File: config.mk
export PLATFORM = sky130hd
export DESIGN_NAME = aer_spike_injector_flat
export DESIGN_NICKNAME = d
export VERILOG_FILES = /design/src/rtl/aer_spike_injector_pkg.sv /design/src/rtl/aer_spike_injector_if.sv /design/src/rtl/aer_spike_injector_fifo.sv /design/src/rtl/aer_spike_injector.sv /design/src/flat_wrapper.sv
export SDC_FILE = /design/constraint.sdc
export NUM_CORES = 1
export LEC_CHECK = 0
export ABC_AREA = 1
export CAP_MARGIN = 10
export CORE_ASPECT_RATIO = 0.75
export CORE_UTILIZATION = 40
export CTS_CLUSTER_DIAMETER = 40
export DETAILED_ROUTE_END_ITERATION = 8
export GPL_TIMING_DRIVEN = 0
export PLACE_DENSITY = 0.6
export SKIP_CTS_REPAIR_TIMING = 1
export SLEW_MARGIN = 20
export SYNTH_ARGS = -nofsm -noshare
export SYNTH_HDL_FRONTEND = slang
export SYNTH_SLANG_ARGS = --single-unit
File: constraint.sdc
create_clock -name clk -period 5.05 [get_ports clk]
set_clock_uncertainty 0.05 [all_clocks]
set_input_delay 0.7575 -clock clk [delete_from_list [all_inputs] [get_ports clk]]
set_output_delay 0.7575 -clock clk [all_outputs]
set_load 0.01 [all_outputs]
File: src/rtl/aer_spike_injector_pkg.sv
// Shared types for the AER spike injector.
//   aer_evt_t   : one queued synapse event (polarity + synapse index)
//   inj_state_t : injector step FSM state
package snn_pkg;
  localparam int NUM_SYN_DEF = 8;
  localparam int ADDR_W_DEF  = $clog2(NUM_SYN_DEF);

  typedef struct packed {
    logic                  inh;
    logic [ADDR_W_DEF-1:0] addr;
  } aer_evt_t;

  typedef enum logic [1:0] {IDLE, DRAIN, EMIT} inj_state_t;
endpackage

File: src/rtl/aer_spike_injector_if.sv
// AER event stream between a spike source (master) and the injector (slave).
//   i_evt_valid : event present
//   i_evt_inh   : 1 = inhibitory, 0 = excitatory
//   i_evt_addr  : synapse index
//   o_evt_ready : injector can take the event this cycle
interface aer_spike_injector_if #(
  parameter int ADDR_W = 3
) ();
  logic              i_evt_valid;
  logic              i_evt_inh;
  logic [ADDR_W-1:0] i_evt_addr;
  logic              o_evt_ready;

  modport master (output i_evt_valid, i_evt_inh, i_evt_addr, input o_evt_ready);
  modport slave  (input i_evt_valid, i_evt_inh, i_evt_addr, output o_evt_ready);
endinterface

File: src/rtl/aer_spike_injector_fifo.sv
// spike_evt_fifo: synchronous FIFO of aer_evt_t.
//   push/push_data : write one entry (caller keeps push low when full)
//   pop/pop_data   : pop_data shows the head; pop advances (caller keeps it low when empty)
//   full/empty/count : occupancy, all from registers
module spike_evt_fifo
  import snn_pkg::*;
#(
  parameter int DEPTH = 4,
  localparam int PW   = $clog2(DEPTH)
) (
  input  logic     clk,
  input  logic     reset,
  input  logic     push,
  input  aer_evt_t push_data,
  input  logic     pop,
  output aer_evt_t pop_data,
  output logic     full,
  output logic     empty,
  output logic [PW:0] count
);
  aer_evt_t        mem_q [DEPTH];
  logic [PW-1:0]   wr_ptr_q, wr_ptr_d, rd_ptr_q, rd_ptr_d;
  logic [PW:0]     count_q, count_d;

  always_comb begin
    wr_ptr_d = push ? wr_ptr_q + 1'b1 : wr_ptr_q;
    rd_ptr_d = pop  ? rd_ptr_q + 1'b1 : rd_ptr_q;
    count_d  = count_q;
    case ({push, pop})
      2'b10:   count_d = count_q + 1'b1;
      2'b01:   count_d = count_q - 1'b1;
      default: count_d = count_q;
    endcase
  end

  always_ff @(posedge clk or negedge reset) begin
    if (!reset) begin
      wr_ptr_q <= '0;
      rd_ptr_q <= '0;
      count_q  <= '0;
    end else begin
      wr_ptr_q <= wr_ptr_d;
      rd_ptr_q <= rd_ptr_d;
      count_q  <= count_d;
    end
  end

  // Storage needs no reset: the pointers/count define what is valid.
  always_ff @(posedge clk) begin
    if (push) mem_q[wr_ptr_q] <= push_data;
  end

  assign pop_data = mem_q[rd_ptr_q];
  assign count    = count_q;
  assign full     = (count_q == (PW+1)'(DEPTH));
  assign empty    = (count_q == '0);
endmodule

File: src/rtl/aer_spike_injector.sv
// aer_spike_injector: buffers AER synapse events and folds them into per-timestep
// excitatory/inhibitory spike vectors, emitted for one cycle per accepted tick.
//   clk, reset (async, active low)
//   evt            : AER event stream (slave side)
//   i_tick         : timestep boundary strobe
//   o_excitatory / o_inhibitory : spike vectors, valid only while o_step_valid
//   o_step_valid   : one-cycle step strobe
//   o_overrun      : one-cycle pulse after a tick arriving in DRAIN/EMIT was dropped
//   o_collide_cnt / o_overrun_cnt : saturating statistics, only with AER_INJ_STATS_EN
// All outputs come straight from flops.
module aer_spike_injector
  import snn_pkg::*;
#(
  parameter int NUM_SYN    = NUM_SYN_DEF,
  parameter int ADDR_W     = ADDR_W_DEF,
  parameter int FIFO_DEPTH = 4
`ifdef AER_INJ_STATS_EN
  , parameter int CNT_W    = 16
`endif
) (
  input  logic               clk,
  input  logic               reset,
  aer_spike_injector_if.slave evt,
  input  logic               i_tick,
  output logic [NUM_SYN-1:0] o_excitatory,
  output logic [NUM_SYN-1:0] o_inhibitory,
  output logic               o_step_valid,
  output logic               o_overrun
`ifdef AER_INJ_STATS_EN
  , output logic [CNT_W-1:0] o_collide_cnt
  , output logic [CNT_W-1:0] o_overrun_cnt
`endif
);
  localparam int CW = $clog2(FIFO_DEPTH) + 1;

  inj_state_t         state_q, state_d;
  logic [NUM_SYN-1:0] acc_e_q, acc_e_d, acc_i_q, acc_i_d;
  logic [NUM_SYN-1:0] exc_q, exc_d, inh_q, inh_d;
  logic [CW-1:0]      drain_q, drain_d;
  logic               ready_q, ready_d, sv_q, sv_d, ovr_q, ovr_d;

  logic               push, pop, collide, fifo_full, fifo_empty;
  logic [CW-1:0]      fifo_count, occ_next;
  aer_evt_t           push_evt, pop_evt;

  assign push_evt = '{inh: evt.i_evt_inh, addr: evt.i_evt_addr};
  assign push     = evt.i_evt_valid && ready_q && !fifo_full;
  assign pop      = (state_q != EMIT) && !fifo_empty;
  // Occupancy after this cycle's push/pop: the number of events owned by a tick now.
  assign occ_next = fifo_count + {{(CW-1){1'b0}}, push} - {{(CW-1){1'b0}}, pop};

  spike_evt_fifo #(.DEPTH(FIFO_DEPTH)) u_fifo (
    .clk       (clk),
    .reset     (reset),
    .push      (push),
    .push_data (push_evt),
    .pop       (pop),
    .pop_data  (pop_evt),
    .full      (fifo_full),
    .empty     (fifo_empty),
    .count     (fifo_count)
  );

  always_comb begin
    state_d = state_q;
    acc_e_d = acc_e_q;
    acc_i_d = acc_i_q;
    drain_d = drain_q;
    collide = 1'b0;

    // Out-of-range addresses are popped and dropped.
    if (pop && (int'(pop_evt.addr) < NUM_SYN)) begin
      if (pop_evt.inh) begin
        collide = acc_i_q[pop_evt.addr];
        acc_i_d[pop_evt.addr] = 1'b1;
      end else begin
        collide = acc_e_q[pop_evt.addr];
        acc_e_d[pop_evt.addr] = 1'b1;
      end
    end

    case (state_q)
      IDLE: if (i_tick) begin
        if (occ_next != '0) begin
          state_d = DRAIN;
          drain_d = occ_next;
        end else begin
          state_d = EMIT;
        end
      end
      // Entries counted at the tick are guaranteed present, so pop fires every cycle.
      DRAIN: begin
        drain_d = drain_q - 1'b1;
        if (drain_q == CW'(1)) state_d = EMIT;
      end
      EMIT: begin
        acc_e_d = '0;
        acc_i_d = '0;
        state_d = IDLE;
      end
      default: state_d = IDLE;
    endcase

    // Load the step outputs on entry to EMIT, including this cycle's final pop.
    sv_d    = (state_d == EMIT);
    exc_d   = sv_d ? acc_e_d : '0;
    inh_d   = sv_d ? acc_i_d : '0;
    ovr_d   = i_tick && (state_q != IDLE);
    ready_d = (occ_next != CW'(FIFO_DEPTH));
  end

  always_ff @(posedge clk or negedge reset) begin
    if (!reset) begin
      state_q <= IDLE;
      acc_e_q <= '0;
      acc_i_q <= '0;
      drain_q <= '0;
      exc_q   <= '0;
      inh_q   <= '0;
      sv_q    <= 1'b0;
      ovr_q   <= 1'b0;
      ready_q <= 1'b0;
    end else begin
      state_q <= state_d;
      acc_e_q <= acc_e_d;
      acc_i_q <= acc_i_d;
      drain_q <= drain_d;
      exc_q   <= exc_d;
      inh_q   <= inh_d;
      sv_q    <= sv_d;
      ovr_q   <= ovr_d;
      ready_q <= ready_d;
    end
  end

  assign evt.o_evt_ready = ready_q;
  assign o_excitatory    = exc_q;
  assign o_inhibitory    = inh_q;
  assign o_step_valid    = sv_q;
  assign o_overrun       = ovr_q;

`ifdef AER_INJ_STATS_EN
  logic [CNT_W-1:0] ccnt_q, ccnt_d, ocnt_q, ocnt_d;

  always_comb begin
    ccnt_d = (collide && ccnt_q != '1) ? ccnt_q + 1'b1 : ccnt_q;
    ocnt_d = (ovr_d   && ocnt_q != '1) ? ocnt_q + 1'b1 : ocnt_q;
  end

  always_ff @(posedge clk or negedge reset) begin
    if (!reset) begin
      ccnt_q <= '0;
      ocnt_q <= '0;
    end else begin
      ccnt_q <= ccnt_d;
      ocnt_q <= ocnt_d;
    end
  end

  assign o_collide_cnt = ccnt_q;
  assign o_overrun_cnt = ocnt_q;
`else
  logic unused_collide;
  assign unused_collide = collide;
`endif
endmodule

File: src/flat_wrapper.sv
// flat-port wrapper written by rule: the top's interface ports become plain ports
module aer_spike_injector_flat import snn_pkg::*;
#(
  parameter int NUM_SYN    = NUM_SYN_DEF,
  parameter int ADDR_W     = ADDR_W_DEF,
  parameter int FIFO_DEPTH = 4

)
  (clk, reset, i_tick, o_excitatory, o_inhibitory, o_step_valid, o_overrun, evt_i_evt_valid, evt_i_evt_inh, evt_i_evt_addr, evt_o_evt_ready);
  aer_spike_injector_if #(.ADDR_W(ADDR_W)) evt_i ();
  input  logic clk;
  input  logic reset;
  input  logic i_tick;
  output logic [NUM_SYN-1:0] o_excitatory;
  output logic [NUM_SYN-1:0] o_inhibitory;
  output logic o_step_valid;
  output logic o_overrun;
  input wire logic [$bits(evt_i.i_evt_valid)-1:0] evt_i_evt_valid;
  input wire logic [$bits(evt_i.i_evt_inh)-1:0] evt_i_evt_inh;
  input wire logic [$bits(evt_i.i_evt_addr)-1:0] evt_i_evt_addr;
  output wire logic [$bits(evt_i.o_evt_ready)-1:0] evt_o_evt_ready;
  assign evt_i.i_evt_valid = evt_i_evt_valid;
  assign evt_i.i_evt_inh = evt_i_evt_inh;
  assign evt_i.i_evt_addr = evt_i_evt_addr;
  assign evt_o_evt_ready = evt_i.o_evt_ready;
  aer_spike_injector #(.NUM_SYN(NUM_SYN), .ADDR_W(ADDR_W), .FIFO_DEPTH(FIFO_DEPTH)) u_core (.clk(clk), .reset(reset), .evt(evt_i), .i_tick(i_tick), .o_excitatory(o_excitatory), .o_inhibitory(o_inhibitory), .o_step_valid(o_step_valid), .o_overrun(o_overrun));
endmodule
# Word level (Yosys, flattened, before mapping)
# Memories as Yosys holds them, arrays and structs flattened.
# Index checks and enable logic that the tools add are counted.
dict set report op_classes {
  addsub 7
  mul 0
  div_mod_pow 0
  n_lt_le_gt_ge 2
  eq_ne 11
  n_shift 0
  mux 20
  bitwise 2
  n_reduce_logical 14
}
# cell n
set op_table {}
lappend op_table {{8-bit two-way mux} 8}
lappend op_table {{8-bit bitwise OR} 2}
lappend op_table {{3-bit one-hot mux with 2 select lines} 2}
lappend op_table {{2-bit equality test (second input constant)} 3}
lappend op_table {{2-bit two-way mux} 3}
lappend op_table {{3-bit two-way mux} 2}
lappend op_table {{2-bit nonzero test} 3}
lappend op_table {{3-bit by 1-bit subtractor with 3-bit output (second input constant)} 2}
lappend op_table {{1-bit logical AND} 5}
lappend op_table {{2-bit by 1-bit adder with 2-bit output (second input constant)} 2}
lappend op_table {{2-bit by 1-bit equality test with 1-bit output (second input constant)} 2}
lappend op_table {{3-bit by 4-bit less-than comparator with 1-bit output (second input constant)} 1}
lappend op_table {{2-bit inequality test (second input constant)} 2}
lappend op_table {{2-bit one-hot mux with 2 select lines} 1}
lappend op_table {{3-bit by 1-bit adder with 3-bit output} 1}
lappend op_table {{3-bit by 1-bit adder with 3-bit output (second input constant)} 1}
lappend op_table {{1-bit demux with 3-bit select} 1}
lappend op_table {{3-bit by 1-bit equality test with 1-bit output (second input constant)} 1}
lappend op_table {{3-bit equality test (second input constant)} 1}
lappend op_table {{3-bit by 1-bit greater-or-equal comparator with 1-bit output (second input constant)} 1}
lappend op_table {{3-bit logical NOT} 1}
lappend op_table {{1-bit two-way mux} 3}
lappend op_table {{3-bit inequality test (second input constant)} 1}
lappend op_table {{3-bit AND reduction} 1}
lappend op_table {{5 further kinds} 6}
dict set report totals {
  register_bits 47
  latchBits 0
  ramBits 16
  rom_bits 0
  input_bits 8
  out_inout_bits 19
  word_cells 69
  n_memories 1
}
# name depth word_bits rd rd_clocked_by_memory_dff wr line_no
set memory_table {}
lappend memory_table {u_core.u_fifo.mem_q 4 4 1 0 1 aer_spike_injector_fifo.sv:21} ;# aer_evt_t mem_q [DEPTH];

# Depth between registers and ports, before layout
# Gate-level depths: netlist (run 1).
dict set report depth {
  depth_word 11
  mapped_depth 15
  ltp_nobuf 15
}

# By module
# A second synthesis (run 1) with hierarchy kept.
dict set report hier_totals {
  cells_unflattened 279
  area_unflattened_um2 2872.8
}
# mod instances cells_each area_per_inst_um2 seq_area_each_um2
set modules_own_cells {}
lappend modules_own_cells {aer_spike_injector 1 184 1808.0 1001.0}
lappend modules_own_cells {spike_evt_fifo 1 95 1064.8 655.6}

# Least setup slack after synthesis (run 1)
# OpenSTA, ideal clock, no wires.
dict set report synth_timing {
  kind {input port to flip-flop}
  from {input evt_i_evt_valid}
  to {register u_core.exc_q[0], in the netlist u_core.o_excitatory[0]}
  setup_ns 0.069
  arrival_time_ns 2.805
  required_time_ns 4.931
  setup_slack_ns 2.126
  cell_stages 11
  path_buffers 1
  path_cell_list {nand3_1 -> ha_1 -> inv_1 -> ha_1 -> fa_1 -> nor2_1 -> nand3_4 -> o21ai_4 -> inv_4 -> buf_12 -> nor2_2}
}
dict set report synth_between {
  elab_chain_len 10
}
# element line_no
set synth_rtl {}
lappend synth_rtl {{start, declared} flat_wrapper.sv:18} ;# input wire logic [$bits(evt_i.i_evt_valid)-1:0] evt_i_evt_valid;
lappend synth_rtl {{1-bit logical AND (2 in a row)} aer_spike_injector.sv:47} ;# assign push = evt.i_evt_valid && ready_q && !fifo_full;
lappend synth_rtl {{3-bit by 1-bit adder with 3-bit output} aer_spike_injector.sv:50} ;# assign occ_next = fifo_count + {{(CW-1){1'b0}}, push} - {{(CW-1){1'b0}}, pop};
lappend synth_rtl {{3-bit by 1-bit subtractor with 3-bit output} aer_spike_injector.sv:50}
lappend synth_rtl {{3-bit nonzero test} aer_spike_injector.sv:84} ;# if (occ_next != '0) begin
lappend synth_rtl {{2-bit two-way mux} aer_spike_injector.sv:84}
lappend synth_rtl {{2-bit two-way mux} aer_spike_injector.sv:83} ;# IDLE: if (i_tick) begin
lappend synth_rtl {{2-bit one-hot mux with 2 select lines} aer_spike_injector.sv:82} ;# case (state_q)
lappend synth_rtl {{named net u_core.state_d[1]} aer_spike_injector.sv:36} ;# inj_state_t state_q, state_d;
lappend synth_rtl {{2-bit equality test} aer_spike_injector.sv:105} ;# sv_d = (state_d == EMIT);
lappend synth_rtl {{8-bit two-way mux} aer_spike_injector.sv:106} ;# exc_d = sv_d ? acc_e_d : '0;
lappend synth_rtl {{named net u_core.exc_d[0]} aer_spike_injector.sv:38} ;# logic [NUM_SYN-1:0] exc_q, exc_d, inh_q, inh_d;
lappend synth_rtl {{end signal, assigned} aer_spike_injector.sv:118} ;# exc_q <= '0;
lappend synth_rtl {{end signal, assigned} aer_spike_injector.sv:128} ;# exc_q <= exc_d;
lappend synth_rtl {{end, declared} aer_spike_injector.sv:38}
# The timed path passes the listed nets, and every way through them passes these cells.
# A chain may end at the register's enable or synchronous reset.

# Worst setup path in the final report (run 1)
dict set report layout_timing {
  from {input evt_i_evt_valid}
  to {register u_core.inh_q[5], in the netlist u_core.o_inhibitory[5]}
}
dict set report layout_between {
  elab_chain_len 10
}
# element line_no
set layout_rtl {}
lappend layout_rtl {{1-bit logical AND (2 in a row)} aer_spike_injector.sv:47}
lappend layout_rtl {{3-bit by 1-bit adder with 3-bit output} aer_spike_injector.sv:50}
lappend layout_rtl {{3-bit by 1-bit subtractor with 3-bit output} aer_spike_injector.sv:50}
lappend layout_rtl {{3-bit nonzero test} aer_spike_injector.sv:84}
lappend layout_rtl {{2-bit two-way mux} aer_spike_injector.sv:84}
lappend layout_rtl {{2-bit two-way mux} aer_spike_injector.sv:83}
lappend layout_rtl {{2-bit one-hot mux with 2 select lines} aer_spike_injector.sv:82}
lappend layout_rtl {{named net u_core.state_d[1]} aer_spike_injector.sv:36}
lappend layout_rtl {{2-bit equality test} aer_spike_injector.sv:105}
lappend layout_rtl {{8-bit two-way mux} aer_spike_injector.sv:107} ;# inh_d = sv_d ? acc_i_d : '0;
lappend layout_rtl {{named net u_core.inh_d[5]} aer_spike_injector.sv:38}
lappend layout_rtl {{end signal, assigned} aer_spike_injector.sv:129} ;# inh_q <= inh_d;
lappend layout_rtl {{end, declared} aer_spike_injector.sv:38}
# The timed path passes the listed nets, and every way through them passes these cells.

==> flow_summary.toml, run 1 <==
[run_status]
outcome = "completed"

[drt]
post_drt_wl_per_cell_um = 11.6
post-route-drc-count = 0
drt_wl_total_mm = 5.17
routed-via-count = 1955
dr.pass1.iters = 4
ant_nets = 0
drt-initial-drc-count = 51
drt-vias-per-instance = 4.40

[grt]
first_global_vias = 1915
grt_antenna_before_repair = 0
grt_first_pass_wirelength_mm = 8.72
grt_max_degree = 31
track_usage_pct = 15.9
total_congestion_overflow_after_global_routing = 0

[sta]
min_period_ns = 3.32
max_freq_mhz = 301
worst_slew_pin_slew_ns = 0.432
unrepaired_setup_endpoints_after_global_routing = "false"
timing.final.crit_share_pct = 65.7
number_of_hold_violations_in_the_final_report = 0
total_negative_setup_slacks_ns = 0
final-setup-viol-count = 0
final.setup.worst_slack_ns = 1.73
slew_viol_final = 0
headroom_to_the_max_slew_limit_pct = 71.1

[placement]
total_cell_area_at_the_placement_stage_um2 = 3280
dp_hpwl_mm = 3.72
preCtsSetupSlack_ns = 1.37
numPortBuffers = 26
place_congestion = 0.768

[power]
cellPowerDensity_nw_per_um2 = 674
static_power_due_to_leakage_nw = 1.74
ir_worst_vdd_mv = 0.310

[floorplanning]
chipHeight_um = 75.5
die_area_um2 = 7550
starting_density_of_the_core_pct = 41.8
core_area_um2 = 6900
fp.dieW_um = 100
floorplan.io_pins = 27
fp-row-count = 26

[clock_tree]
cts.reportedPaths.clkPinSlew_ns = 0.07
clkLatencyLatePin_ns = 0.33
htree_num_levels = 3
root_buffer_selected_by_cts = "clkbuf_8"
tritoncts = "done"
clock_tree.buffer_depth = 2
clock_sink_count = 63
cts_inserted_buffers = 9

[run]
max_cap_violations = 0

[worst_setup_path]
arrival_ns = 3.54
r2r_cells = 14
timing.critical_path.required_ns = 5.27
slowest_stage = "ha_1"
most_frequent_cell_on_the_critical_path = "ha_1"
crit_path_cell_trace = "clkdlybuf4s50_1 > nand3_1 > ha_1 > inv_1 > ha_1 > fa_1 > nor2_1 > nand3_4 > o21ai_4 > inv_4 > buf_12 > nor2_2"
class_of_the_most_critical_setup_path = "primary input to register"
critical_path_peak_fanout = 10
cp_num_buf_inv = 4
slowest_delay_ns = 0.49
startpoint_type = "primary input"
cp_num_cells = 12
timing.critical_path.to_type = "register"
cp_top_family = "adder cells"

[logic_synthesis]
syn_avg_cell_area_um2 = 9.48
gate_count_of_the_mapped_netlist = 304
synth_seq_cells = 63
postSynthNetCount = 322
synth_warnings = 0
syn_area_um2 = 2880
synth_cell_types = 25
sequential_area_share_after_synthesis_pct = 57.5

[final_layout]
fillCellCount = 666
design_area_um2 = 3490
syn2layout_area_growth_pct = 21.0
antennaDiodeCount = 0
layout-drive-gt1-share_pct = 13.3
fin_nets = 360

[hold_path]
worstHoldPathType = "primary input to asynchronous set/reset pin"
-- final cells by class --
cell class	count	area (um2)	area share, %
repair buffers	27	275	7.89
multi-input cells	184	977	28.0
plain buffers	5	51.3	1.47
inverters	52	198	5.67
clock inverters	3	40.0	1.15
clock buffers	12	166	4.77
flip-flops and latches	63	1660	47.5
well taps	98	123	3.52
-- logic make-up (layout without fill, tap and decap cells) --
group / Yosys count / in the layout / share of synthesized area (%)
buffers and inverters: 57 / 99 / 8.64
xor gates and xnor gates: 7 / 7 / 2.13
and+or+nand+nor: 149 / 149 / 22.8
AOI/OAI and AO/OA: 18 / 18 / 4.12
adders and majority gates: 10 / 10 / 4.86
DFF: 63 / 63 / 57.5
-- Yosys cell counts, drive strengths merged --
cell type  number  area share [%]
a21oi           2            0.35
buf             5             1.8
nand2          88              12
xnor2           3            0.91
o21bai          6             1.6
xor2            4             1.2
fa              2             1.4
o31ai           1            0.26
nor2           35             5.8
dfrtp          47              41
nand3          26             5.1
inv            52             6.9
ha              8             3.5
edfxtp         16              17
o21ai           9             2.0
-- stage by stage --
step / total power, mW / hold slack (ns) / utilization [%] / cells
floorplan: 1.62 / 0.412 / - / 304
global placement: 1.88 / 0.448 / 47.4 / 428
detailed placement: 1.91 / 0.450 / 47.6 / 429
CTS: 2.38 / 0.295 / 50.6 / 444
global route: 2.57 / 0.311 / 50.6 / 444
finish: 2.35 / 0.294 / 50.6 / 444
-- registers in the layout, summed over array words and instances (netlist names) --
name,cells
u_core.acc_e_q,8
u_core.acc_i_q,8
u_core.drain_q,3
u_core.evt.o_evt_ready,1
u_core.o_excitatory,8
u_core.o_inhibitory,8
u_core.o_overrun,1
u_core.o_step_valid,1
u_core.state_q,2
u_core.u_fifo.count,3
u_core.u_fifo.mem_q,16
u_core.u_fifo.rd_ptr_q,2
u_core.u_fifo.wr_ptr_q,2
-- report_power, final --
part           internal (mW)  leakage, nW  total, mW  switching, mW
registers              0.705        0.746      0.772         0.0677
clock network          0.267        0.107      0.450          0.183
logic                  0.423        0.890       1.13          0.704
-- layer usage --
layer | wire (um) | GRT usage (%) | part of all wire, % | vias to the layer above
li1 | - | - | - | 1006
met1 | 2570 | 19.9 | 50 | 912
met2 | 2340 | 25.6 | 45 | 31
met3 | 195 | 5.78 | 3.8 | 6
met4 | 61 | 6.28 | 1.2 | 0
met5 | 0 | 0 | 0 | -
-- final timing paths --
kind | slack [ns] | endpoint | from
worst max register to register | 2.05 | u_core.o_inhibitory[5] | u_core.u_fifo.count[0]
worst max-delay path | 1.73 | u_core.o_inhibitory[5] | evt_i_evt_valid
worst min-delay path | 0.29 | u_core.o_excitatory[2] | reset
min in group clk | 0.46 | u_core.o_overrun | u_core.state_q[0]
max in group asynchronous | 4.15 | u_core.u_fifo.count[0] | reset
worst min register to register | 0.46 | u_core.o_overrun | u_core.state_q[0]
-- placed cells by master, fill, tap and decap left out, types with 8 or more instances in the layout --
| master | Yosys | routed |
|---|---|---|
| nand2_1 | 83 | 83 |
| inv_1 | 49 | 49 |
| dfrtp_1 | 47 | 47 |
| clkdlybuf4s50_1 | 0 | 25 |
| nand3_1 | 24 | 24 |
| nor2_1 | 21 | 21 |
| edfxtp_1 | 16 | 16 |
| nor2_2 | 14 | 14 |
| clkbuf_8 | 0 | 10 |
| o21ai_0 | 8 | 8 |
| ha_1 | 8 | 8 |
Note: power is estimated with default switching activity, not from simulation.
==> run 2: changes to the inputs <==
--- a/config.mk
+++ b/config.mk
@@ -12,7 +12,7 @@
 export CTS_CLUSTER_DIAMETER = 40
 export DETAILED_ROUTE_END_ITERATION = 8
 export GPL_TIMING_DRIVEN = 0
-export PLACE_DENSITY = 0.6
+export PLACE_DENSITY = 0.62
 export SKIP_CTS_REPAIR_TIMING = 1
 export SLEW_MARGIN = 20
 export SYNTH_ARGS = -nofsm -noshare
==> constraint.sdc (replaced) <==
create_clock -name clk -period 2.7 [get_ports clk]
set_clock_uncertainty 0.05 [all_clocks]
set_input_delay 0.405 -clock clk [delete_from_list [all_inputs] [get_ports clk]]
set_output_delay 0.405 -clock clk [all_outputs]
set_load 0.01 [all_outputs]
==> flow_summary.toml, run 2 (synthesis gave the netlist of run 1 again) <==
[run_status]
outcome = "completed"

[placement]
preCtsSetupSlack_ns = -0.600
place.detailed.instances = 430
numPortBuffers = 26
dp_hpwl_mm = 3.71
total_cell_area_at_the_placement_stage_um2 = 3310
place_congestion = 0.746

[final_layout]
layout.cells.most_common_list = "nand2_1 (80), dfrtp_1 (47), inv_1 (46)"
regMostFlops = "u_core.u_fifo.mem_q"
largest_reg_flops = 16
antennaDiodeCount = 0
design_area_um2 = 3630
syn2layout_area_growth_pct = 26.0
most_common_library_cell_in_the_layout_ignoring_fill_and_taps = "nand2_1"
layout-drive-gt1-share_pct = 18.8
layoutNonFillerInstCount = 454
fin_nets = 370

[worst_setup_path]
most_frequent_cell_on_the_critical_path = "inv_4"
timing.critical_path.required_ns = 2.92
timing.critical_path.to_type = "register"
slowest_stage = "dfrtp_1"
arrival_ns = 2.85
class_of_the_most_critical_setup_path = "register to register"
critical_path_peak_fanout = 10
slowest_delay_ns = 0.40
startpoint_type = "register"
crit_path_cell_trace = "nor2_2 > nand2_2 > nand2_2 > inv_4 > ha_4 > inv_4 > ha_4 > fa_2 > xor2_1 > nand2_1 > nand3_4 > o21ai_4 > inv_4 > buf_12 > nor2_2"

[grt]
grt_antenna_before_repair = 0
total_congestion_overflow_after_global_routing = 0
first_global_vias = 1901
track_usage_pct = 15.8
grt_first_pass_wirelength_mm = 8.80
grt_max_degree = 31

[sta]
number_of_hold_violations_in_the_final_report = 0
headroom_to_the_max_slew_limit_pct = 71.1
final-setup-viol-count = 0
max_freq_mhz = 381
total_negative_setup_slacks_ns = 0
timing.final.crit_share_pct = 97.2
unrepaired_setup_endpoints_after_global_routing = "true"
final.setup.worst_slack_ns = 0.0765
slew_viol_final = 0
worst_slew_pin_slew_ns = 0.432
min_period_ns = 2.62

[drt]
drt_wl_total_mm = 5.19
dr.pass1.iters = 4
drt-initial-drc-count = 66
post-route-drc-count = 0
routed-via-count = 2020
post_drt_wl_per_cell_um = 11.4
ant_nets = 0
drt-vias-per-instance = 4.45

[run]
max_cap_violations = 0

[floorplanning]
fp.dieW_um = 100
die_area_um2 = 7550
floorplan.io_pins = 27
chipHeight_um = 75.5
starting_density_of_the_core_pct = 41.8
core_area_um2 = 6900
fp-row-count = 26

[power]
cellPowerDensity_nw_per_um2 = 1260
static_power_due_to_leakage_nw = 1.79
finalPower_mw = 4.57
ir_worst_vdd_mv = 0.652

[clock_tree]
clock_tree.buffer_depth = 2
root_buffer_selected_by_cts = "clkbuf_8"
cts_inserted_buffers = 9
htree_num_levels = 3
clkLatencyLatePin_ns = 0.34
clock_sink_count = 63
cts.reportedPaths.clkPinSlew_ns = 0.06
tritoncts = "done"

[hold_path]
worstHoldPathType = "primary input to asynchronous set/reset pin"
## run 2: cell types whose count changed in the layout (fill, tap and decap cells not counted), moves of 2 or more
cell	change
ha_4	+2
nor2_4	+2
clkbuf_8	+2
inv_4	+2
nand2_1	-3
ha_1	-2
nand2_2	+2
nor2_1	-3
buf_4	+8
inv_1	-3
## run 2: power by group
group	switching (mW)	leakage [nW]	total (mW)	internal, mW
Combinational	1.41	0.956	2.39	0.982
Clock	0.334	0.0926	0.737	0.403
Sequential	0.124	0.746	1.44	1.32
Total	1.87	1.79	4.57	2.70
## run 2: critical path: cells and delay by family, from the launching register on
family	cells	cell delay, ns
adder cells (fa/ha/maj)	3	0.82
AND/OR/NAND/NOR	6	0.63
flip-flops	1	0.40
buffers and inverters	4	0.33
AO/OA/AOI/OAI	1	0.18
XOR/XNOR	1	0.15
## run 2: area by class of cell
| type | count | area, um2 |
|---|---|---|
| multi-input combinational | 184 | 1050 |
| buffer | 5 | 51.3 |
| timing repair buffer | 37 | 373 |
| clock inverter | 1 | 5.00 |
| inverter | 52 | 203 |
| fill | 672 | 3270 |
| clock buffer | 14 | 173 |
| tap | 98 | 123 |
| sequential | 63 | 1660 |
## run 2: metal layers
metal | share of wire [%] | up-vias | routed length, um | GRT usage [%]
met1 | 50 | 949 | 2590 | 21.3
met2 | 44 | 31 | 2310 | 24.0
li1 | - | 1031 | - | -
met3 | 4.6 | 9 | 238 | 6.06
met5 | 0 | - | 0 | 0
met4 | 1.1 | 0 | 58 | 4.83
## run 2: per-stage QoR
step / hold slack, ns / util, %
5_1_grt: 0.500 / 52.6
6_report: 0.485 / 52.6
3_3_place_gp: 0.447 / 47.4
2_1_floorplan: 0.0594 / -
3_5_place_dp: 0.322 / 48.0
4_1_cts: -0.0535 / 50.6
## run 2: path summary, 6_finish.rpt
kind                                         from                   endpoint  slack [ns]  cells after the start
max in group asynchronous                   reset  u_core.u_fifo.wr_ptr_q[0]        1.76                      4
hold / removal                              reset          u_core.acc_e_q[2]        0.49                      3
setup reg to reg           u_core.u_fifo.count[1]     u_core.o_excitatory[3]        0.08                     15
min in group clk                u_core.acc_i_q[3]          u_core.acc_i_q[3]        0.49                      4
hold reg to reg                 u_core.acc_i_q[3]          u_core.acc_i_q[3]        0.49                      4
setup / recovery           u_core.u_fifo.count[1]     u_core.o_excitatory[3]        0.08                     15
